===== src/rtl/instruction_fetch_sequencer_pkg.sv =====
// Shared definitions for the instruction fetch/decode sequencer.
// Contents:
//   ADDR_W/DATA_W/DEPTH/OP_W  - program address, instruction and opcode widths
//   OP_NOP..OP_HLT            - opcode constants (9..D are reserved and act as NOP)
//   state_e                   - sequencer state encoding
//   op_kind_e / decode_kind() - reduces an opcode to the way it drives the PC
package instruction_fetch_sequencer_pkg;

    localparam int ADDR_W = 4;
    localparam int DATA_W = 8;
    localparam int DEPTH  = 1 << ADDR_W;
    localparam int OP_W   = DATA_W - ADDR_W;

    localparam logic [OP_W-1:0] OP_NOP = 4'h0;
    localparam logic [OP_W-1:0] OP_LDA = 4'h1;
    localparam logic [OP_W-1:0] OP_ADD = 4'h2;
    localparam logic [OP_W-1:0] OP_SUB = 4'h3;
    localparam logic [OP_W-1:0] OP_STA = 4'h4;
    localparam logic [OP_W-1:0] OP_LDI = 4'h5;
    localparam logic [OP_W-1:0] OP_JMP = 4'h6;
    localparam logic [OP_W-1:0] OP_JZ  = 4'h7;
    localparam logic [OP_W-1:0] OP_JC  = 4'h8;
    localparam logic [OP_W-1:0] OP_OUT = 4'hE;
    localparam logic [OP_W-1:0] OP_HLT = 4'hF;

    typedef enum logic [2:0] {
        ST_IDLE,
        ST_FETCH,
        ST_DECODE,
        ST_EXECUTE,
        ST_HALT
    } state_e;

    // How an instruction affects the program counter in EXECUTE.
    typedef enum logic [2:0] {
        K_STEP,   // advance to the next address
        K_JMP,    // unconditional jump to operand
        K_JZ,     // jump if zero_flag, else step
        K_JC,     // jump if carry_flag, else step
        K_HLT     // stop; PC untouched
    } op_kind_e;

    function automatic op_kind_e decode_kind(input logic [OP_W-1:0] op);
        op_kind_e kind;
        case (op)
            OP_JMP:  kind = K_JMP;
            OP_JZ:   kind = K_JZ;
            OP_JC:   kind = K_JC;
            OP_HLT:  kind = K_HLT;
            OP_NOP, OP_LDA, OP_ADD, OP_SUB,
            OP_STA, OP_LDI, OP_OUT: kind = K_STEP;
            default: kind = K_STEP;   // reserved opcodes behave as NOP
        endcase
        return kind;
    endfunction

endpackage


===== src/rtl/instruction_fetch_sequencer_if.sv =====
// Bundle of every non-clock signal of the fetch sequencer.
//   master modport: the sequencer (receives run/program bus/PC/flags,
//                   drives PC controls and decoded instruction fields)
//   slave modport : the surrounding CPU / test environment
// Signals:
//   run, prog_we, prog_addr, prog_data  - control and program loading
//   current_address, zero_flag, carry_flag - from PC and ALU
//   increment, jump, address_input      - to PC
//   opcode, operand, exec_valid         - to datapath
//   halted, fault                       - status
interface instruction_fetch_sequencer_if;
    import instruction_fetch_sequencer_pkg::*;

    logic              run;
    logic              prog_we;
    logic [ADDR_W-1:0] prog_addr;
    logic [DATA_W-1:0] prog_data;
    logic [ADDR_W-1:0] current_address;
    logic              zero_flag;
    logic              carry_flag;
    logic              increment;
    logic              jump;
    logic [ADDR_W-1:0] address_input;
    logic [OP_W-1:0]   opcode;
    logic [ADDR_W-1:0] operand;
    logic              exec_valid;
    logic              halted;
    logic              fault;

    modport master (
        input  run, prog_we, prog_addr, prog_data,
        input  current_address, zero_flag, carry_flag,
        output increment, jump, address_input,
        output opcode, operand, exec_valid, halted, fault
    );

    modport slave (
        output run, prog_we, prog_addr, prog_data,
        output current_address, zero_flag, carry_flag,
        input  increment, jump, address_input,
        input  opcode, operand, exec_valid, halted, fault
    );

endinterface


===== src/rtl/instruction_fetch_sequencer_program_rom_16x8.sv =====
// Loadable 16x8 program memory with a registered read port that doubles
// as the instruction register.
// Ports:
//   clk, reset  - clock; async active-high reset (clears IR only)
//   we/waddr/wdata - synchronous write port (caller gates legality)
//   re/raddr    - when re is high, IR loads mem[raddr] at the clock edge
//   ir_q        - instruction register
module program_rom_16x8
    import instruction_fetch_sequencer_pkg::*;
(
    input  logic              clk,
    input  logic              reset,
    input  logic              we,
    input  logic [ADDR_W-1:0] waddr,
    input  logic [DATA_W-1:0] wdata,
    input  logic              re,
    input  logic [ADDR_W-1:0] raddr,
    output logic [DATA_W-1:0] ir_q
);

    logic [DATA_W-1:0] mem_q [DEPTH];
    logic [DATA_W-1:0] ir_d;

    // NOTE: the array has no reset -- program contents must survive a CPU
    // reset, and a resettable array would not map onto RAM cells.
    // NOTE: sequential state uses non-blocking assignments so every flop
    // samples pre-edge values regardless of block ordering.
    always_ff @(posedge clk) begin
        if (we) begin
            mem_q[waddr] <= wdata;
        end
    end

    always_comb begin
        ir_d = re ? mem_q[raddr] : ir_q;
    end

    always_ff @(posedge clk or posedge reset) begin
        if (reset) begin
            ir_q <= '0;
        end else begin
            ir_q <= ir_d;
        end
    end

endmodule


===== src/rtl/instruction_fetch_sequencer.sv =====
// Fetch/decode control stage for the 8-bit CPU. Runs a fixed
// FETCH -> DECODE -> EXECUTE sequence per instruction, drives the program
// counter controls in EXECUTE and exports opcode/operand to the datapath.
// Ports:
//   clk   - system clock, rising edge
//   reset - asynchronous active-high reset (shared with the PC)
//   bus   - instruction_fetch_sequencer_if.master (see interface file)
module instruction_fetch_sequencer
    import instruction_fetch_sequencer_pkg::*;
(
    input  logic                          clk,
    input  logic                          reset,
    instruction_fetch_sequencer_if.master bus
);

    state_e            state_q, state_d;
    logic              fault_q, fault_d;
    logic              halted_q, halted_d;
    logic              exec_valid_q, exec_valid_d;
    logic [DATA_W-1:0] ir_q;

    op_kind_e          kind;
    logic              taken;
    logic              step;
    logic              at_top;
    logic              in_exec;
    logic              prog_ok;

    // Writes are only legal while nothing is being fetched, which also
    // rules out a read/write collision on the same address.
    assign prog_ok = (state_q == ST_IDLE) || (state_q == ST_HALT);

    program_rom_16x8 u_rom (
        .clk   (clk),
        .reset (reset),
        .we    (bus.prog_we && prog_ok),
        .waddr (bus.prog_addr),
        .wdata (bus.prog_data),
        .re    (state_q == ST_FETCH),
        .raddr (bus.current_address),
        .ir_q  (ir_q)
    );

    // NOTE: every signal written here gets a value before any branch so no
    // path leaves it unassigned and no latch is inferred.
    always_comb begin
        kind    = decode_kind(ir_q[DATA_W-1 -: OP_W]);
        in_exec = (state_q == ST_EXECUTE);
        at_top  = (bus.current_address == '1);
        taken   = (kind == K_JMP)
               || (kind == K_JZ && bus.zero_flag)
               || (kind == K_JC && bus.carry_flag);
        step    = (kind != K_HLT) && !taken;
        state_d = state_q;
        fault_d = fault_q;

        case (state_q)
            ST_IDLE:    if (bus.run) state_d = ST_FETCH;
            ST_FETCH:   state_d = ST_DECODE;
            ST_DECODE:  state_d = ST_EXECUTE;
            ST_EXECUTE: begin
                if (kind == K_HLT) begin
                    state_d = ST_HALT;
                end else if (step && at_top) begin
                    // Stepping past the last address would wrap the PC.
                    state_d = ST_HALT;
                    fault_d = 1'b1;
                end else begin
                    state_d = bus.run ? ST_FETCH : ST_IDLE;
                end
            end
            ST_HALT:    state_d = ST_HALT;
            default:    state_d = ST_IDLE;
        endcase

        // Status outputs are registered copies of the upcoming state.
        halted_d     = (state_d == ST_HALT);
        exec_valid_d = (state_d == ST_EXECUTE);
    end

    always_ff @(posedge clk or posedge reset) begin
        if (reset) begin
            state_q      <= ST_IDLE;
            fault_q      <= 1'b0;
            halted_q     <= 1'b0;
            exec_valid_q <= 1'b0;
        end else begin
            state_q      <= state_d;
            fault_q      <= fault_d;
            halted_q     <= halted_d;
            exec_valid_q <= exec_valid_d;
        end
    end

    // PC controls follow the flags combinationally during EXECUTE; the PC
    // commits them at the edge that ends EXECUTE.
    assign bus.jump          = in_exec && taken;
    assign bus.increment     = in_exec && step && !at_top;
    assign bus.opcode        = ir_q[DATA_W-1 -: OP_W];
    assign bus.operand       = ir_q[ADDR_W-1:0];
    assign bus.address_input = ir_q[ADDR_W-1:0];
    assign bus.exec_valid    = exec_valid_q;
    assign bus.halted        = halted_q;
    assign bus.fault         = fault_q;

endmodule


===== src/flat_wrapper.sv =====
// flat-port wrapper written by rule: the top's interface ports become plain ports
module instruction_fetch_sequencer_flat import instruction_fetch_sequencer_pkg::*;
  (clk, reset, bus_run, bus_prog_we, bus_prog_addr, bus_prog_data, bus_current_address, bus_zero_flag, bus_carry_flag, bus_increment, bus_jump, bus_address_input, bus_opcode, bus_operand, bus_exec_valid, bus_halted, bus_fault);
  instruction_fetch_sequencer_if bus_i ();
  input  logic clk;
  input  logic reset;
  input wire logic [$bits(bus_i.run)-1:0] bus_run;
  input wire logic [$bits(bus_i.prog_we)-1:0] bus_prog_we;
  input wire logic [$bits(bus_i.prog_addr)-1:0] bus_prog_addr;
  input wire logic [$bits(bus_i.prog_data)-1:0] bus_prog_data;
  input wire logic [$bits(bus_i.current_address)-1:0] bus_current_address;
  input wire logic [$bits(bus_i.zero_flag)-1:0] bus_zero_flag;
  input wire logic [$bits(bus_i.carry_flag)-1:0] bus_carry_flag;
  output wire logic [$bits(bus_i.increment)-1:0] bus_increment;
  output wire logic [$bits(bus_i.jump)-1:0] bus_jump;
  output wire logic [$bits(bus_i.address_input)-1:0] bus_address_input;
  output wire logic [$bits(bus_i.opcode)-1:0] bus_opcode;
  output wire logic [$bits(bus_i.operand)-1:0] bus_operand;
  output wire logic [$bits(bus_i.exec_valid)-1:0] bus_exec_valid;
  output wire logic [$bits(bus_i.halted)-1:0] bus_halted;
  output wire logic [$bits(bus_i.fault)-1:0] bus_fault;
  assign bus_i.run = bus_run;
  assign bus_i.prog_we = bus_prog_we;
  assign bus_i.prog_addr = bus_prog_addr;
  assign bus_i.prog_data = bus_prog_data;
  assign bus_i.current_address = bus_current_address;
  assign bus_i.zero_flag = bus_zero_flag;
  assign bus_i.carry_flag = bus_carry_flag;
  assign bus_increment = bus_i.increment;
  assign bus_jump = bus_i.jump;
  assign bus_address_input = bus_i.address_input;
  assign bus_opcode = bus_i.opcode;
  assign bus_operand = bus_i.operand;
  assign bus_exec_valid = bus_i.exec_valid;
  assign bus_halted = bus_i.halted;
  assign bus_fault = bus_i.fault;
  instruction_fetch_sequencer u_core (.clk(clk), .reset(reset), .bus(bus_i));
endmodule

===== config.mk =====
export PLATFORM = sky130hd
export DESIGN_NAME = instruction_fetch_sequencer_flat
export DESIGN_NICKNAME = d
export VERILOG_FILES = /design/src/rtl/instruction_fetch_sequencer_pkg.sv /design/src/rtl/instruction_fetch_sequencer_if.sv /design/src/rtl/instruction_fetch_sequencer_program_rom_16x8.sv /design/src/rtl/instruction_fetch_sequencer.sv /design/src/flat_wrapper.sv
export SDC_FILE = /design/constraint.sdc
export NUM_CORES = 1
export LEC_CHECK = 0
export CAP_MARGIN = 10
export CORE_MARGIN = 10
export CORE_UTILIZATION = 58
export DETAILED_ROUTE_END_ITERATION = 10
export GPL_ROUTABILITY_DRIVEN = 1
export PLACE_DENSITY_LB_ADDON = 0.25
export SLEW_MARGIN = 20
export SYNTH_ARGS = -nofsm -noshare
export SYNTH_HDL_FRONTEND = slang
export SYNTH_SLANG_ARGS = --single-unit

===== constraint.sdc =====
create_clock -name clk -period 7.3 [get_ports clk]
set_clock_uncertainty 0.05 [all_clocks]
set_input_delay 2.19 -clock clk [delete_from_list [all_inputs] [get_ports clk]]
set_output_delay 2.19 -clock clk [all_outputs]
set_load 0.005 [all_outputs]

# ---- Word-level counts from Yosys, hierarchy flattened
# Memories as Yosys holds them, arrays and structs flattened. A register that Yosys moved wholly into a read port is not among the register bits.
# Index checks and enable logic that the tools add are counted.
dict set report word_totals {
  n_memories 2
  regBits 6
  ramBits 128
  out_inout_bits 17
  romBits 48
  word_cells 41
}
# name depth word_bits rd rd_ports_with_merged_regs write_ports line_no
set memory_table {}
lappend memory_table {u_core.u_rom.mem_q 16 8 1 1 1 instruction_fetch_sequencer_program_rom_16x8.sv:21} ;# logic [DATA_W-1:0] mem_q [DEPTH];
lappend memory_table {{(no name shown)} 16 3 1 0 0 instruction_fetch_sequencer_pkg.sv:45} ;# case (op)
dict set report op_classes {
  bitwise 1
  reduce_logical 15
  muxes 7
  n_eq_ne 12
}
# op n
set ops {}
lappend ops {{3-bit by 2-bit == test with 1-bit output (second input constant)} 5}
lappend ops {{3-bit one-hot mux with 5 select lines} 1}
lappend ops {{3-bit == test (second input constant)} 3}
lappend ops {{3-bit two-way mux} 3}
lappend ops {{1-bit logical AND} 8}
lappend ops {{3-bit by 1-bit == test with 1-bit output (second input constant)} 2}
lappend ops {{4-bit == test (second input constant)} 1}
lappend ops {{3-bit zero test} 1}
lappend ops {{1-bit logical OR} 3}
lappend ops {{1-bit two-way mux} 3}
lappend ops {{3-bit inequality test (second input constant)} 1}
lappend ops {{3-bit AND reduction} 1}
lappend ops {{1-bit zero test} 2}
lappend ops {{1-bit inverter} 1}

# ---- Logic depth before layout (Yosys ltp)
# Gate-level depths: netlist of run 1.
# An unclocked memory read counts as a cell.
dict set report logic_depth {
  word_depth 12
  mapped_depth 7
}

# ---- Cells and area by module
# From an unflattened synthesis of run 1, not the netlist that was laid out.
dict set report unflattened {
  cells_unflattened 278
  area_unflattened_um2 5710.5
}
# module instances area_per_inst_um2 cells_each
set by_module_without_submodules {}
lappend by_module_without_submodules {program_rom_16x8 1 5335.1 241}
lappend by_module_without_submodules {instruction_fetch_sequencer 1 375.4 37}

# ---- Least setup slack after synthesis of run 1
# No wires, ideal clock.
dict set report synth_timing {
  kind {input-to-output}
  startpoint {input bus_current_address[0]}
  endpoint {output bus_increment}
  t_arrival_ns 2.995
  path_stages 5
  setup_slack_ns 2.065
  n_path_buf 3
  path_cell_list {buf_6 -> buf_4 -> buf_4 -> nand4_1 -> nor3b_1}
}
dict set report synth_between {
  elab_chain_cells 3
}
# element line_no
set synth_rtl {}
lappend synth_rtl {{start: declaration} flat_wrapper.sv:11} ;# input wire logic [$bits(bus_i.current_address)-1:0] bus_current_address;
lappend synth_rtl {{4-bit == test} instruction_fetch_sequencer.sv:49} ;# at_top = (bus.current_address == '1);
lappend synth_rtl {{1-bit zero test} instruction_fetch_sequencer.sv:98} ;# assign bus.increment = in_exec && step && !at_top;
lappend synth_rtl {{1-bit logical AND} instruction_fetch_sequencer.sv:98}
lappend synth_rtl {{end: declaration} flat_wrapper.sv:14} ;# output wire logic [$bits(bus_i.increment)-1:0] bus_increment;
# No other way between the ends.

# ---- Worst setup path after layout of run 1
dict set report layout_timing {
  startpoint {input bus_current_address[3]}
  endpoint {output bus_increment}
}
# Same word-level chain as after synthesis.

==> results of run 1 <==
## registers in the layout, indices dropped and copies added (netlist names)
name and cells:
u_core.state_q 3, u_core.bus.fault 1, u_core.bus.halted 1, u_core.u_rom.ir_q 8
u_core.u_rom.mem_q 128, u_core.bus.exec_valid 1
## path summary, 6_finish.rpt
path	startpoint	end	slack, ns	cells past startpoint
max	bus_current_address[3]	bus_increment	1.02	4
min	u_core.bus.fault$_DFFE_PP0P_	u_core.bus.fault$_DFFE_PP0P_	0.44	2
max reg2reg	u_core.state_q[1]$_DFF_PP0_	u_core.u_rom.mem_q[2][7]$_DFFE_PP_	4.78	3
min reg2reg	u_core.bus.fault$_DFFE_PP0P_	u_core.bus.fault$_DFFE_PP0P_	0.44	2
max in group asynchronous	reset	u_core.u_rom.ir_q[3]$_DFFE_PP0N_	4.80	2
min in group asynchronous	reset	u_core.bus.exec_valid$_DFF_PP0_	2.00	2
## routing by layer
metal  vias to the layer above  track usage [%]
li1                       1289                -
met1                      1480             21.4
met2                       105             27.9
met3                        10             5.10
met4                         0             8.02
met5                         -                0
## synth_stat cells, types with 2 or more instances
library cell and number:
or3b_1 2, o21ai_0 2, a22oi_1 5, nand4_1 3
a21oi_1 4, a22oi_2 2, mux4_1 4, mux2_2 4
a22o_1 2, nand2_1 6, mux2i_1 16, nor2_1 19
dfrtp_1 14, nor3_1 6, o32ai_1 3, nor3b_1 3
buf_2 6, buf_6 4, mux4_2 23, nand3b_1 2
nor2b_1 4, nand2b_1 3, and2_1 2, buf_4 7
edfxtp_1 128, o21ai_1 4, inv_1 2, o22ai_1 3
## layout make-up
cell class,instances,share of cell area (%)
clock buffer,19,6.29
clock inverter,13,2.20
inverter,2,0.112
multi-input combinational,133,20.1
sequential,142,62.5
tap,133,2.48
timing repair buffer,44,6.27
## power breakdown
part	internal [mW]	switching, mW
clock network	0.514	0.302
logic	0.146	0.127
registers	0.931	0.0417
total	1.59	0.472
## stage by stage
step	instances	area (µm²)	power (mW)	worst slack, ns	hold WS (ns)
final	486	6710	2.06	1.02	0.436
after floorplan	294	5670	1.13	2.07	0.410
after CTS	486	6710	2.08	0.995	0.442
after detailed placement	454	6140	1.26	1.00	0.428
after global placement	454	6140	1.25	1.01	0.420
after global routing	486	6710	2.15	0.895	0.447
## cell families (layout without fill, tap and decap cells)
group,after synthesis,after routing,synth area share (%)
muxes,47,47,14.6
AOI/OAI and AO/OA,29,29,3.66
buffers and inverters,19,78,2.38
and+or+nand+nor,57,57,5.40
DFF,142,142,73.9
## critical path, delay by kind of cell
kind / cells / cell delay, ns
simple gates: 2 / 0.61
buf+inv: 2 / 1.24
==> run_results.csv, run 1 <==
group,metric,value,unit
run_status,run_status,"finished clean",
critical_path,cp_max_fo,9,
cells_and_area,final_layout_size_suffix_gt1_share,19.0,%
clocking,root_buffer,"clkbuf_8",
cells_and_area,final_common_cell,"edfxtp_1",
die,ios,39,
route,topRoutingLayerUsed,"met4",
logic_synthesis,dominantRegCellSynth,"edfxtp_1",
logic_synthesis,synth_edf_count,128,
logic_synthesis,ys_top_cells_by_area,"edfxtp_1, mux4_2, dfrtp_1",
global_routing,grt_max_degree,35,
timing,setup-violations-final,0,
route,wl_met1,4630,µm
route,wl_per_cell,23.7,µm
cells_and_area,regArea,4190,µm²
critical_path,worstPathCellList,"clkdlybuf4s50_1, nand4_1, nor3b_1, clkdlybuf4s50_1",
clocking,clkTransAtPathRegs,0.06,ns
logic_synthesis,ys_types,39,
die,initial_core_util,58.8,%
timing,slew_viol_final,0,
placement,dpl.hpwl,7050,µm
timing,slew-limit-headroom,33.2,%
timing,rsz0062_at_grt,"false",
logic_synthesis,syn-instance-count,294,
logic_synthesis,synth_seq_cells,142,
logic_synthesis,synth_top_area_share,67.8,%
cells_and_area,fillers,640,
route,initialDrtViolationCount,192,
critical_path,required,5.06,ns
critical_path,cpMaxStageDelayCell,"clkdlybuf4s50_1",
pwr,p_per_area,308,nW/µm²
clocking,insertion_delay,0.51,ns
job,drv_cap,0,
clocking,cts_tree,"built",
critical_path,end_kind,"output pin",
route,drc,0,
global_routing,grt_pass1_vias,3124,
timing,min_period,6.28,ns
logic_synthesis,synth_area_per_cell,19.3,µm²
route,first_pass_iters,4,
timing,fmax,159,MHz
critical_path,critPathKind,"input port to output pin",
global_routing,overflow,0,
timing,finalHoldViolations,0,
critical_path,arrival,4.04,ns
critical_path,worst_path_largest_cell_delay,0.78,ns
logic_synthesis,synth_area,5670,µm²
die,die_area,14100,µm²
global_routing,grt_pass1_wl,18300,µm
cells_and_area,syn2layout_area_growth,18.2,%
critical_path,cp-start-kind,"input port",
logic_synthesis,synth_top_area_cell,"edfxtp_1",
timing,finalCritPeriodShare,86.0,%
route,wirelength,11500,µm
timing,setup_tns,0,ns
critical_path,cpMostUsedCell,"clkdlybuf4s50_1",
clocking,ctsResizeCount,0,
route,viasPerCell,5.93,
cells_and_area,multi_input_area,1350,µm²
placement,port_buffers,38,
pwr,p_leak,2.23,nW
logic_synthesis,ys_warn_count,0,
clocking,cts_buffers,17,
die,die_w,119,µm
logic_synthesis,ys_async_sr_fraction,9.86,%
clocking,cts.hold.buffers_added,0,
route,routed-wl-met2,5980,µm
route,ant_nets,0,
cells_and_area,final_cell_mix,"edfxtp_1, clkdlybuf4s50_1, mux4_2",
logic_synthesis,syn_nets,316,
clocking,h-tree-depth,4,
route,num_vias,2884,
worst_hold_path,hold_path_class,"flip-flop to flip-flop",
route,dr_wl_met3,789,µm
die,die_h,119,µm
global_routing,antenna_found_initial,0,
cells_and_area,final_util,69.6,%
timing,tightestPinTransition,0.998,ns
placement,gp_congestion,0.856,
cells_and_area,diodes,0,
global_routing,gr-usage-all-layers,17.4,%
clocking,post-cts-setup-buffers,0,
pwr,ir_drop,0.163,mV
cells_and_area,final_nets,362,
die,core,9640,µm²
clocking,clock_path_buffers,2,
die,num_rows,36,
clocking,cts_sinks,142,
logic_synthesis,seq_area_frac_synth,73.9,%
Note: power is estimated with default switching activity, not from simulation.
==> run 2: changes to the inputs <==
- CTS_CLUSTER_SIZE: not set -> 12
- GPL_ROUTABILITY_DRIVEN: 1 -> 0
==> results of run 2 <==
The final DEF is identical to that of run 1; final timing and power are the same.
==> run 3: changes to the inputs <==
- SLEW_MARGIN: 20 -> 10
==> results of run 3 <==
The final DEF is identical to that of run 1; final timing and power are the same.
